$ cat config.mk
export PLATFORM = sky130hd
export DESIGN_NAME = pipe_stage_reg
export DESIGN_NICKNAME = d
export VERILOG_FILES = /design/src/rtl/pipe_stage_reg.sv
export SDC_FILE = /design/constraint.sdc
export NUM_CORES = 1
export LEC_CHECK = 0
export ABC_AREA = 1
export CAP_MARGIN = 25
export CORE_ASPECT_RATIO = 1.1
export CORE_MARGIN = 4
export CORE_UTILIZATION = 51
export CTS_BUF_LIST = sky130_fd_sc_hd__clkbuf_16
export DETAILED_ROUTE_END_ITERATION = 8
export GPL_TIMING_DRIVEN = 0
export PLACE_DENSITY = 0.8
export SLEW_MARGIN = 15
export SYNTH_ARGS = -nofsm -noshare
export SYNTH_HDL_FRONTEND = slang
export SYNTH_SLANG_ARGS = --single-unit
export TNS_END_PERCENT = 20
$ cat constraint.sdc
create_clock -name clk -period 1.8 [get_ports clk]
set_input_delay 0.36 -clock clk [delete_from_list [all_inputs] [get_ports clk]]
set_output_delay 0.36 -clock clk [all_outputs]
set_load 0.05 [all_outputs]
$ cat src/rtl/pipe_stage_reg.sv
// pipe_stage_reg: elastic valid/ready pipeline stage with 2-entry skid buffer, flush and perf counters
module pipe_stage_reg #(
    parameter int DATA_W    = 32,
    parameter int NUM_LANES = 4,
    parameter int CTRL_W    = 8,
    parameter int CNT_W     = 16
) (
    input  logic                        clk,
    input  logic                        rst_n,
    input  logic                        valid_i,
    output logic                        ready_o,
    input  logic [NUM_LANES*DATA_W-1:0] data_i,
    input  logic [CTRL_W-1:0]           ctrl_i,
    output logic                        valid_o,
    input  logic                        ready_i,
    output logic [NUM_LANES*DATA_W-1:0] data_o,
    output logic [CTRL_W-1:0]           ctrl_o,
    input  logic                        flush_i,
    output logic [1:0]                  occupancy_o,
    input  logic                        clr_cnt_i,
    output logic [CNT_W-1:0]            stall_cnt_o,
    output logic [CNT_W-1:0]            bubble_cnt_o
);
    localparam int PW = NUM_LANES * DATA_W;

    logic              main_v, skid_v, accept, emit;
    logic [PW-1:0]     main_d, skid_d;
    logic [CTRL_W-1:0] main_c, skid_c;
    logic [CNT_W-1:0]  stall_q, bubble_q;

    assign ready_o      = !skid_v;
    assign valid_o      = main_v;
    assign data_o       = main_d;
    assign ctrl_o       = main_v ? main_c : '0;
    assign occupancy_o  = {1'b0, main_v} + {1'b0, skid_v};
    assign stall_cnt_o  = stall_q;
    assign bubble_cnt_o = bubble_q;
    assign accept       = valid_i & ready_o;
    assign emit         = main_v & ready_i;

    // Entry storage: flush kills both slots, skid drains into main first, otherwise load main or overflow into skid
    always_ff @(posedge clk or negedge rst_n) begin
        if (!rst_n) begin
            main_v <= 1'b0;
            skid_v <= 1'b0;
            main_d <= '0;
            skid_d <= '0;
            main_c <= '0;
            skid_c <= '0;
        end else if (flush_i) begin
            main_v <= 1'b0;
            skid_v <= 1'b0;
        end else if (skid_v) begin
            if (emit) begin
                main_d <= skid_d;
                main_c <= skid_c;
                skid_v <= 1'b0;
            end
        end else if (!main_v || emit) begin
            main_v <= accept;
            if (accept) begin
                main_d <= data_i;
                main_c <= ctrl_i;
            end
        end else if (accept) begin
            skid_v <= 1'b1;
            skid_d <= data_i;
            skid_c <= ctrl_i;
        end
    end

    // Saturating stall/bubble counters; clear takes priority over increment
    always_ff @(posedge clk or negedge rst_n) begin
        if (!rst_n) begin
            stall_q  <= '0;
            bubble_q <= '0;
        end else begin
            stall_q  <= clr_cnt_i ? '0 : (main_v && !ready_i && !(&stall_q)) ? stall_q + 1'b1 : stall_q;
            bubble_q <= clr_cnt_i ? '0 : (!main_v && ready_i && !(&bubble_q)) ? bubble_q + 1'b1 : bubble_q;
        end
    end
endmodule

=== After elaboration in Yosys (flattened, before gate mapping) ===
Index checks and enable logic that the tools add are counted.

* Bits of input ports: 142
* Bits in latches: 0
* Memories: 0
* Bits in writable memories: 0
* Word-level logic and storage cells: 59
* Output and inout bits: 172
* Register bits after elaboration: 306
* Memory bits (read-only): 0

* Order comparisons: 0
* Bitwise operators: 5
* $add $sub $neg: 3
* Div/mod/pow operators: 0
* $mul: 0
* Equal/unequal tests: 2
* Shift operators: 0
* Multiplexer cells: 21
* Reduce and logical (&&, ||, !) cells: 20

{| class="wikitable"
|+ Operators with widths
! kind !! number
|-
| two-way mux 128 bit || 4
|-
| two-way mux 16 bit || 4
|-
| two-way mux 8 bit || 5
|-
| adder 16 x 1 -> 16 bit (second input constant) || 2
|-
| AND reduction 16 bit || 2
|-
| nonzero test 2 bit || 5
|-
| two-way mux 1 bit || 8
|-
| AND reduction 4 bit || 2
|-
| zero test 1 bit || 5
|-
| logical AND 1 bit || 4
|-
| NOT 1 bit || 3
|-
| adder 1 x 1 -> 2 bit || 1
|-
| AND 1 bit || 2
|-
| != test 2 x 1 -> 1 bit (second input constant) || 1
|-
| != test 2 bit (second input constant) || 1
|-
| AND reduction 2 bit || 1
|-
| logical OR 1 bit || 1
|}

=== Depth between registers and ports, before layout ===
* Depth in word-level cells: 6
* Depth in mapped cells: 10
* Mapped depth without buffers: 10

=== Least setup slack after synthesis ===
OpenSTA, ideal clock, no wires.

* Path type: register -> register
* Start point: reg stall_q[1], in the netlist stall_cnt_o[1]
* End point: reg stall_q[2], in the netlist stall_cnt_o[2]
* Cell stages (with the launch flop): 11
* Path slack: -126 ps
* Library setup time: 66 ps
* Arrival time: 1859 ps
* Cell sequence: dfrtp_1 ha_1 nand2_1 nor2_2 nand2_2 nor2_4 nor2_2 nor2_4 buf_6 nand2_1 nand2_1

* Word-level cells in the longest chain between the ends: 4

{| class="wikitable"
|+ Ends and longest elaborated chain
! element !! RTL line !! source
|-
| from (decl) || 29 || <nowiki>logic [CNT_W-1:0] stall_q, bubble_q;</nowiki>
|-
| from (signal assigned) || 78 || <nowiki>stall_q <= clr_cnt_i ? '0 : (main_v && !ready_i && !(&stall_q)) ? stall_q + 1'b1 : stall_q;</nowiki>
|-
| parallel branches: the longest is 4 deep, another holds adder 16 x 1 -> 16 bit || n/a ||
|}

Parallel ways; which one is timed is not known. The select of a mux whose other input is x is not followed.
A chain may end at the register's enable or synchronous reset.

=== Worst setup path after layout ===
* Start point: reg skid_v
* End point: out ready_o

* Word-level cells in the longest chain between the ends: 1

{| class="wikitable"
|+ Ends and longest elaborated chain
! element !! RTL line !! source
|-
| from (decl) || 26 || <nowiki>logic main_v, skid_v, accept, emit;</nowiki>
|-
| from (signal assigned) || 45 || <nowiki>skid_v <= 1'b0;</nowiki>
|-
| from (signal assigned) || 52 || <nowiki>skid_v <= 1'b0;</nowiki>
|-
| from (signal assigned) || 57 || <nowiki>skid_v <= 1'b0;</nowiki>
|-
| zero test 1 bit || 31 || <nowiki>assign ready_o = !skid_v;</nowiki>
|-
| to (decl) || 11 || <nowiki>output logic ready_o,</nowiki>
|}

Every way passes these cells.

==> flow_summary_export.csv <==
group,metric,value,unit
outcome,outcome,"complete, but fails checks",
outcome,violations,"negative setup slack",
synth,synth_edf_count,0,
clocking,numCtsBuffers,31,
placement,gp_congestion,0.9164,
critical_path,worstSetupEndpoint,"ready_o",
cells_and_area,final_common_cell,"nand2_1",
timing,fin_ws,-0.1149,ns
synth,ys_ff_latch,306,
critical_path,required,1.44,ns
critical_path,critPathLaunch,"skid_v",
timing,hold_slack,0.3355,ns
route,drt_iter0_markers,1119,
clocking,clock_sinks,306,
timing,skew,0.01578,ns
power,power_density,1093,nW/µm²
die,ios,314,
route,viasPerCell,5.295,
critical_path,crit_path_frequent_cell,"clkbuf_16",
critical_path,end_kind,"output port",
critical_path,worst-path-max-fanout,7,
cells_and_area,nets,2167,
synth,ys_types,32,
power,power_frac_clock,28.3,%
die,core-area,27710,µm²
synth,seq_area_frac_synth,53.50,%
route,wire_per_inst,17.14,µm
grt,grt_usage,25.73,%
synth,avgSynthCellArea,8.659,µm²
critical_path,max_stage_delay,0.44,ns
synth,ys.flop_type,"dfrtp_1",
power,ir_worst_vdd,731.5,µV
power,sw_frac_of_total,35.48,%
die,floorplan.die_area,30810,µm²
critical_path,cp.arrival,1.55,ns
clocking,path_clk_slew,0.06,ns
critical_path,critPathTopFamily,"buffers and inverters",
power,sequentialPowerShare,42.6,%
critical_path,path_class,"reg -> out",
timing,min_period_over_period,106.4,%
clocking,clk_latency,0.56,ns
cells_and_area,postLayoutCoreUtil,69.73,%
power,intPower,13630,µW
critical_path,r2r-end,"skid_d[34]",
clocking,root_buffer,"clkbuf_16",
timing,hold_viol,0,
synth,synthCells,1653,
cells_and_area,drive_above_1_share,20.91,%
die,die_height,183.7,µm
route,ant_nets,0,
route,vias,12750,
synth,yosys_warnings,0,
critical_path,worstSetupStartpointType,"register",
critical_path,cp_slowest_cell,"dfrtp_1",
grt,grt_antenna_before_repair,3,
die,fp.dieW,167.7,µm
hold_path,worstHoldPathType,"in -> async",
timing,worst_pin_slew,0.5329,ns
power,combPwrFrac,29.1,%
timing,setup_viol,4,
placement,hpwl,29170,µm
grt,grt_max_degree,96,
cells_and_area,stdcell_count,2407,
placement,place.port_buffers,313,
timing,fmax,522.2,MHz
critical_path,r2r_start,"valid_o",
clocking,htreeDepth,1,
timing,max_slew_margin,64.48,%
route,wl,41270,µm
cells_and_area,layout_common_cells,"407 x nand2_1, 299 x dfrtp_1, 265 x o21ai_0",
placement,pre_cts_ws,-0.8576,ns
critical_path,r2r_slack,-0.02,ns
timing,rsz0062_at_grt,"yes",
die,row_count,64,
timing,maxSlewViolCount,0,
cells_and_area,syn_to_final_growth,34.97,%
power,power.switching,7495,µW
critical_path,path_cells,"inv_2 > clkbuf_16 > clkbuf_16 > buf_12",
power,report.power.total,21130,µW
synth,async_reset_ff_share,100.0,%
grt,grt_pass1_wl,65200,µm
placement,placedCellCount,2332,
route,first_pass_iters,5,
grt,first_global_vias,12680,
critical_path,cp_num_cells,4,
power,power.leakage,0.009347,µW
route,drc_errors,0,
clocking,cts_tree,"yes",
job,maxCapViolCount,0,
grt,grt_overflow,0,
cells_and_area,fillers,2142,
clocking,cts_buffer_depth,3,
timing,fin_crit,1.915,ns
synth,synth.net_count,1798,
die,start_util,51.66,%
synth,syn-cell-area,14310,µm²
critical_path,worst-path-buf-inv,4,
critical_path,r2r_cells,8,
## per-stage QoR
step / TNS [ns] / instance area [µm²]
after floorplan: 0 / 14320
after global placement: -4002.97 / 17910
after detailed placement: -119.40 / 18000
after CTS: -0.4323 / 19200
after global routing: -2.530 / 19320
final: -0.2203 / 19320
## sequential cells by signal, indices dropped and copies added, names as in the netlist
name	cells
data_o	128
skid_d	128
bubble_cnt_o	16
stall_cnt_o	16
main_c	8
skid_c	8
skid_v	1
valid_o	1
## power groups by stage
stage	Combinational [µW]	Sequential, µW	Clock [µW]
finish	6150	8990	5990
global route	6620	9130	6380
CTS	6180	8970	6100
detailed placement	6310	9060	0
global placement	6150	9030	0
floorplan	2040	10900	0
## worst min path at each step
stage / slack, ns / from / end / cells past startpoint
5_1_grt: 0.36 / rst_n / data_o[47] / 2
2_1_floorplan: 0.06 / rst_n / bubble_cnt_o[0] / 0
4_1_cts: 0.34 / rst_n / data_o[47] / 2
3_3_place_gp: 0.46 / skid_d[22] / skid_d[22] / 2
3_5_place_dp: 0.35 / rst_n / data_o[47] / 1
6_report: 0.34 / rst_n / data_o[47] / 2
## what timing repair did
item | 4_1_cts | 5_1_grt
setup buffers | 4 | 12
gates cloned | 0 | 3
gates resized for setup | 590 | 137
endpoints found under the setup margin | 472 | 348
hold buffers | 1 | 0
pin swaps | 0 | 5
hold endpoints to repair | 65 | 0
## kinds of logic after synthesis
group	share of synthesized area, %
simple gates	17.98
buf+inv	8.435
fa+ha+maj	0.2623
flops	53.50
compound gates	19.27
xor+xnor	0.5507
## cells in the mapped netlist, types with 2 or more instances
cell type | n | area (µm²)
a21oi_1 | 58 | 290.3
a21oi_4 | 50 | 813.3
inv_2 | 2 | 7.510
xor2_1 | 8 | 70.07
ha_1 | 3 | 37.54
o21ai_0 | 272 | 1361
nor2_4 | 4 | 45.04
clkbuf_1 | 44 | 165.2
nor2_2 | 3 | 18.77
buf_6 | 6 | 67.56
inv_1 | 175 | 656.9
a21oi_2 | 30 | 262.8
nand4_1 | 17 | 106.4
buf_4 | 2 | 15.01
nand2_1 | 408 | 1531
buf_1 | 9 | 33.78
nand3b_1 | 4 | 30.03
buf_12 | 5 | 100.1
nor2_1 | 174 | 653.1
dfrtp_1 | 306 | 7657
nor3_1 | 2 | 10.01
nand3_1 | 31 | 155.2
buf_2 | 31 | 155.2
## per-layer routing
metal  track usage [%]  share of wire [%]  vias up
li1                  -                  -     5996
met3             7.355                9.3       80
met5                 0              0.065        -
met2             43.26                 48      532
met4             8.344                2.8        4
met1             32.45                 39     6133
## final cells by class
class / instances / area [µm²] / share of cell area [%]
antenna: 2 / 5.005 / 0.02591
timing repair buffer: 336 / 3328 / 17.23
sequential: 306 / 7666 / 39.68
buffer: 97 / 764.5 / 3.957
multi-input combinational: 1072 / 5507 / 28.50
inverter: 178 / 670.6 / 3.471
clock buffer: 31 / 775.7 / 4.015
tap: 363 / 454.2 / 2.351
clock inverter: 22 / 148.9 / 0.7707
## worst register-to-register path, cell delays in order (launching register included)
cell and delay, ns:
dfrtp_2 0.44, buf_8 0.16, inv_4 0.08, nor2_4 0.04, nand4_1 0.17, buf_6 0.19
buf_12 0.12, clkbuf_1 0.33, o21ai_0 0.17
(Power assumes the default switching activity.)
